### config.mk
export PLATFORM = sky130hd
export DESIGN_NAME = interrupt_ctrl
export DESIGN_NICKNAME = d
export VERILOG_FILES = /design/src/rtl/interrupt_ctrl.sv
export SDC_FILE = /design/constraint.sdc
export NUM_CORES = 1
export LEC_CHECK = 0
export ABC_CLOCK_PERIOD_IN_PS = 3350
export CORE_MARGIN = 1.5
export CORE_UTILIZATION = 48
export DETAILED_ROUTE_END_ITERATION = 10
export HOLD_SLACK_MARGIN = 0.1
export PLACE_DENSITY = 0.94
export SYNTH_ARGS = -nofsm -noshare
export SYNTH_HDL_FRONTEND = slang
export SYNTH_SLANG_ARGS = --single-unit
### constraint.sdc
create_clock -name clk_sys -period 3.35 [get_ports clk_sys]
set_input_delay 0.67 -clock clk_sys [delete_from_list [all_inputs] [get_ports clk_sys]]
set_output_delay 0.67 -clock clk_sys [all_outputs]
set_load 0.02 [all_outputs]
### src/rtl/interrupt_ctrl.sv
// ============================================================================
// Module   : interrupt_ctrl
// Purpose  : Five-source IF/IE interrupt controller with fixed priority and
//            vector output. Define INTC_EDGE_DETECT_EN for level inputs with
//            rising-edge detection; default build treats irq_src as ce pulses.
// Revision : 1.0
// ============================================================================
`default_nettype none

module interrupt_ctrl #(
  parameter logic [7:0] VEC_BASE = 8'h40
) (
  input  logic       clk_sys,
  input  logic       reset_n,
  input  logic       ce,
  input  logic [4:0] irq_src,
  input  logic       cpu_sel_if,
  input  logic       cpu_sel_ie,
  input  logic       cpu_wr,
  input  logic [7:0] cpu_di,
  output logic [7:0] cpu_do,
  input  logic       irq_ack,
  output logic       irq_req,
  output logic [7:0] irq_vec,
  output logic       wake
);

  logic [4:0] if_q, if_d;
  logic [7:0] ie_q, ie_d;
  logic       req_q, req_d;
  logic [7:0] vec_q, vec_d;

  logic       wr_if, wr_ie, ack_ok;
  logic [4:0] evt, ack_sel, ack_clr, wr_set, pend;

  assign wr_if  = ce & cpu_wr & cpu_sel_if;
  assign wr_ie  = ce & cpu_wr & cpu_sel_ie;
  assign ack_ok = ce & irq_ack & req_q;

  // Decode the registered vector back into the IF bit it stands for.
  for (genvar n = 0; n < 5; n++) begin : g_ack_sel
    assign ack_sel[n] = (vec_q == VEC_BASE + 8'(8 * n));
  end

  assign ack_clr = ack_ok ? ack_sel : 5'h00;
  assign wr_set  = wr_if ? cpu_di[4:0] : 5'h00;

  // The bit being acknowledged is hidden from the next presentation unless
  // it is requested again in the same cycle, so a serviced vector never repeats.
  assign pend = if_q & ie_q[4:0] & ~(ack_clr & ~evt & ~wr_set);

`ifdef INTC_EDGE_DETECT_EN
  logic [4:0] hist_q;
  logic [4:0] held_q, held_d;
  logic       armed_q;
  logic [4:0] rise;

  // History is only trusted after one post-reset sample, so sources already
  // high at release are not mistaken for edges.
  assign rise   = armed_q ? (irq_src & ~hist_q) : 5'h00;
  assign evt    = ce ? (held_q | rise) : 5'h00;
  assign held_d = ce ? 5'h00 : (held_q | rise);

  always_ff @(posedge clk_sys or negedge reset_n) begin
    if (!reset_n) begin
      hist_q  <= 5'h00;
      held_q  <= 5'h00;
      armed_q <= 1'b0;
    end else begin
      hist_q  <= irq_src;
      held_q  <= held_d;
      armed_q <= 1'b1;
    end
  end
`else
  assign evt = ce ? irq_src : 5'h00;
`endif

  always_comb begin
    if_d  = if_q;
    ie_d  = ie_q;
    req_d = req_q;
    vec_d = vec_q;
    if (ce) begin
      if_d = if_d & ~ack_clr;
      if (wr_if) if_d = cpu_di[4:0];
      if_d = if_d | evt;
      if (wr_ie) ie_d = cpu_di;
      req_d = |pend;
      vec_d = 8'h00;
      for (int n = 4; n >= 0; n--) begin
        if (pend[n]) vec_d = VEC_BASE + 8'(8 * n);
      end
    end
  end

  always_ff @(posedge clk_sys or negedge reset_n) begin
    if (!reset_n) begin
      if_q  <= 5'h00;
      ie_q  <= 8'h00;
      req_q <= 1'b0;
      vec_q <= 8'h00;
    end else begin
      if_q  <= if_d;
      ie_q  <= ie_d;
      req_q <= req_d;
      vec_q <= vec_d;
    end
  end

  assign cpu_do  = cpu_sel_if ? {3'b111, if_q} : ie_q;
  assign irq_req = req_q;
  assign irq_vec = vec_q;
  assign wake    = |(if_q & ie_q[4:0]);

endmodule

`default_nettype wire

; ---- Yosys cells after proc, flatten, opt, wreduce, memory -nomap -nowiden
; Cells that the tools add are included.
[totals]
reg_bits = 22
inputBits = 20
out_inout_bits = 18
wordCells = 38
[classes]
eq_ne = 5
muxes = 11
bitwise_logic = 15
n_reduce_logical = 3
[op_table]
columns = op, count
row1 = "== test 8 x 7 -> 1 bit, second input constant", 5
row2 = 2-to-1 mux 8 bit, 5
row3 = bitwise AND 5 bit, 5
row4 = 2-to-1 mux 5 bit, 5
row5 = inverter 5 bit, 4
row6 = OR reduction 5 bit, 2
row7 = 2-to-1 mux 7 bit, 1
row8 = bitwise AND 1 bit, 5
row9 = OR 5 bit, 1
row10 = AND reduction 2 bit, 1

; ---- Longest topological paths before layout
[logic_depth]
ltp_word = 12
ltp_mapped = 5

; ---- Least setup slack after synthesis
; Ideal clock, no wire load.
[synth_timing]
path_kind = input-to-output
from = in cpu_sel_if
to = out cpu_do[0]
arrival_ns = 1.224
required_ns = 2.680
path_slack_ns = 1.456
cell_stages = 2
path_buffers = 1
cell_sequence = buf_2 -> mux2_2
[synth_via]
elab_chain_len = 1
[synth_lines]
columns = item, line_no
row1 = from (decl), 17  ; input logic cpu_sel_if,
row2 = 2-to-1 mux 8 bit, 111  ; assign cpu_do = cpu_sel_if ? {3'b111, if_q} : ie_q;
row3 = to (decl), 21  ; output logic [7:0] cpu_do,
; Every way passes these cells.

; ---- Worst setup path after layout
[layout_timing]
from = in cpu_sel_if
to = out cpu_do[2]
; The elaborated chain is that of the path after synthesis.

==> metrics.cfg <==
[worst_setup_path]
r2r_end=irq_vec[6]
r2r-start=irq_vec[3]
r2r_cells=4
startpoint_type=input pin
worstPathMaxFanout=14
critPathKind=in2out
reg2reg_slack_ps=1740
cp_data_arrival_time_ps=2430
crit_path_end_kind=output port
crit_required_ps=2680

[clocking]
cts.path.max_buffers=2
postCtsSetupRepairBufs=0
path_clk_slew_ps=110
clkSinkCount=18
clk_latency_ps=310
cts_tree=built
cts_buffers=3
cts_resized=0
h-tree-depth=1
root_buffer=clkbuf_4
cts_hold_buf=0

[sta]
finClkSkew_ps=5.50
setup_tns_ps=0
hold_ws_ps=513
worst_pin_slew_ps=813
maxSlewHeadroom_pct=45.6
finalHoldViolations=0
max_freq_mhz=323
fin_crit_sh_pct=92.5
setup_viol=0
grt_setup_unrepaired=false
drv_slew=0
period_minus_slack_ps=3100

[yosys]
synth_most_common_cell=dfrtp_1
yosysWarnings=0
synth_area_leader_cell=dfrtp_1
synth_edf_count=0
synthTopCellsByArea=dfrtp_1, mux2_2, nand2_1
synth_commonest_cells=dfrtp_1, nand2_1, mux2_2
syn_area_per_cell_um2=10.4
synth.distinct_cells=30
yosysTopAreaCellShare_pct=41.3
syn_inst=105
ys.flop_type=dfrtp_1
ys_async_sr_fraction_pct=100
ys_seq_elements=18
syn_area_mm2=0.00109
ys_seq_area_share_pct=41.3

[global_route]
grt_overflow=0
grt_pass1_vias=957
grt_usage_pct=21.3
grt_max_degree=19
grt_pass1_wl_um=4200
grt_antenna_before_repair=0

[layout]
drive_gt1_share_pct=21.6
diodes=0
area_growth_pct=33.9
nFillCells=181
finalNetCount=160

[worst_hold_path]
hold_path_depth=1
hold_end=ie_q[6]
hp-class=reg2reg
hp-start=ie_q[6]

[detailed_routing]
drc_errors=0
drt_pass1_iterations=4
totalWireLength_um=2570
dr_total_vias=976
drt.antenna.violating_nets=0
viasPerCell=5.84
wl_per_cell_um=15.4
drtIter0Drc=31

[placement]
port_buffers=33
gp_congestion=0.864
dpl.hpwl_um=1930

[power_and_ir_drop]
p_leak_nw=0.591
ir_worst_vdd_uv=397
pwr_density_cell_mw_per_mm2=538

[flow_run]
maxCapViolCount=0

[die]
initial_utilization_pct=50.2
coreArea_mm2=0.00217
ios=38
rows=17
fp.dieH_um=50.7
die_area_mm2=0.00257
die_w_um=50.7

[status]
status=finished, final reports clean

-- cell type report --
| cell class | instances | area (µm²) | area share, % |
|---|---|---|---|
| timing repair buffer | 34 | 338 | 23.2 |
| tap | 28 | 35.0 | 2.40 |
| clock buffer | 4 | 36.3 | 2.49 |
| sequential | 18 | 450 | 30.9 |
| multi-input combinational | 82 | 596 | 40.8 |
| inverter | 1 | 3.75 | 0.257 |
-- sequential cells by signal, indices dropped and copies added (netlist names) --
| signal | cells |
|---|---|
| ie_q | 8 |
| if_q | 5 |
| irq_vec | 4 |
| irq_req | 1 |
-- cell families (layout without fill, tap and decap cells) --
logic type / count (synthesis) / in the layout / synth area share [%]
and+or+nand+nor: 37 / 37 / 19.5
AOI/OAI and AO/OA: 28 / 28 / 20.3
DFF: 18 / 18 / 41.3
muxes: 13 / 13 / 13.4
buffers and inverters: 8 / 39 / 5.05
other: 1 / 4 / 0.344
-- metrics by stage --
| step | util (%) | area (µm²) | worst slack (ps) | power, W | std cells |
|---|---|---|---|---|---|
| 6_report | 67.2 | 1460 | 252 | 0.000785 | 167 |
| 5_1_grt | 67.2 | 1460 | 204 | 0.000816 | 167 |
| 4_1_cts | 67.2 | 1460 | 260 | 0.000781 | 167 |
| 3_5_place_dp | 65.6 | 1420 | 294 | 0.000643 | 163 |
| 2_1_floorplan | - | 1100 | 1460 | 0.000513 | 108 |
| 3_3_place_gp | 65.6 | 1420 | 316 | 0.000629 | 163 |
-- worst max-delay path: stages --
cell and delay (ps):
clkdlybuf4s50_1 800, mux2_2 410, clkdlybuf4s50_1 540
-- cell usage in the layout (no fill, tap or decap) --
cell type	count
buf_4	1
dfrtp_1	18
nor3_1	4
a21oi_1	8
nor4_4	1
a31o_2	1
nor3b_2	1
clkbuf_4	3
and3_1	1
clkbuf_8	1
nand3_1	1
inv_1	1
mux2_2	13
nand2_1	17
o21ai_0	6
o2bb2ai_1	1
and4b_1	2
a32oi_1	1
a22o_1	1
clkdlybuf4s50_1	33
a21o_1	1
a31oi_4	2
nor2_1	3
or2_2	3
and3b_2	1
conb_1	4
and4_1	2
o41ai_2	1
a31oi_1	4
and2_1	1
a31oi_2	2
-- report_power, final --
part / internal, W / switching, W
sequential: 0.000262 / 0.0000381
combinational: 0.000164 / 0.000179
clock: 0.0000664 / 0.0000753
total: 0.000493 / 0.000292
-- per-layer routing --
| metal | global-route usage (%) | routed length (µm) |
|---|---|---|
| met5 | 0 | 0 |
| met3 | 2.38 | 152 |
| met2 | 37.7 | 1300 |
| met1 | 27.6 | 1100 |
| met4 | 5.41 | 26 |
-- worst max-delay path by stage --
stage,startpoint,end,cells past startpoint
after floorplan,cpu_sel_if,cpu_do[0],2
after global placement,cpu_sel_if,cpu_do[2],3
after detailed placement,cpu_sel_if,cpu_do[2],3
after CTS,cpu_sel_if,cpu_do[2],3
after global routing,cpu_sel_if,cpu_do[2],3
final,cpu_sel_if,cpu_do[2],3
Power figures use the tool's default switching activity.
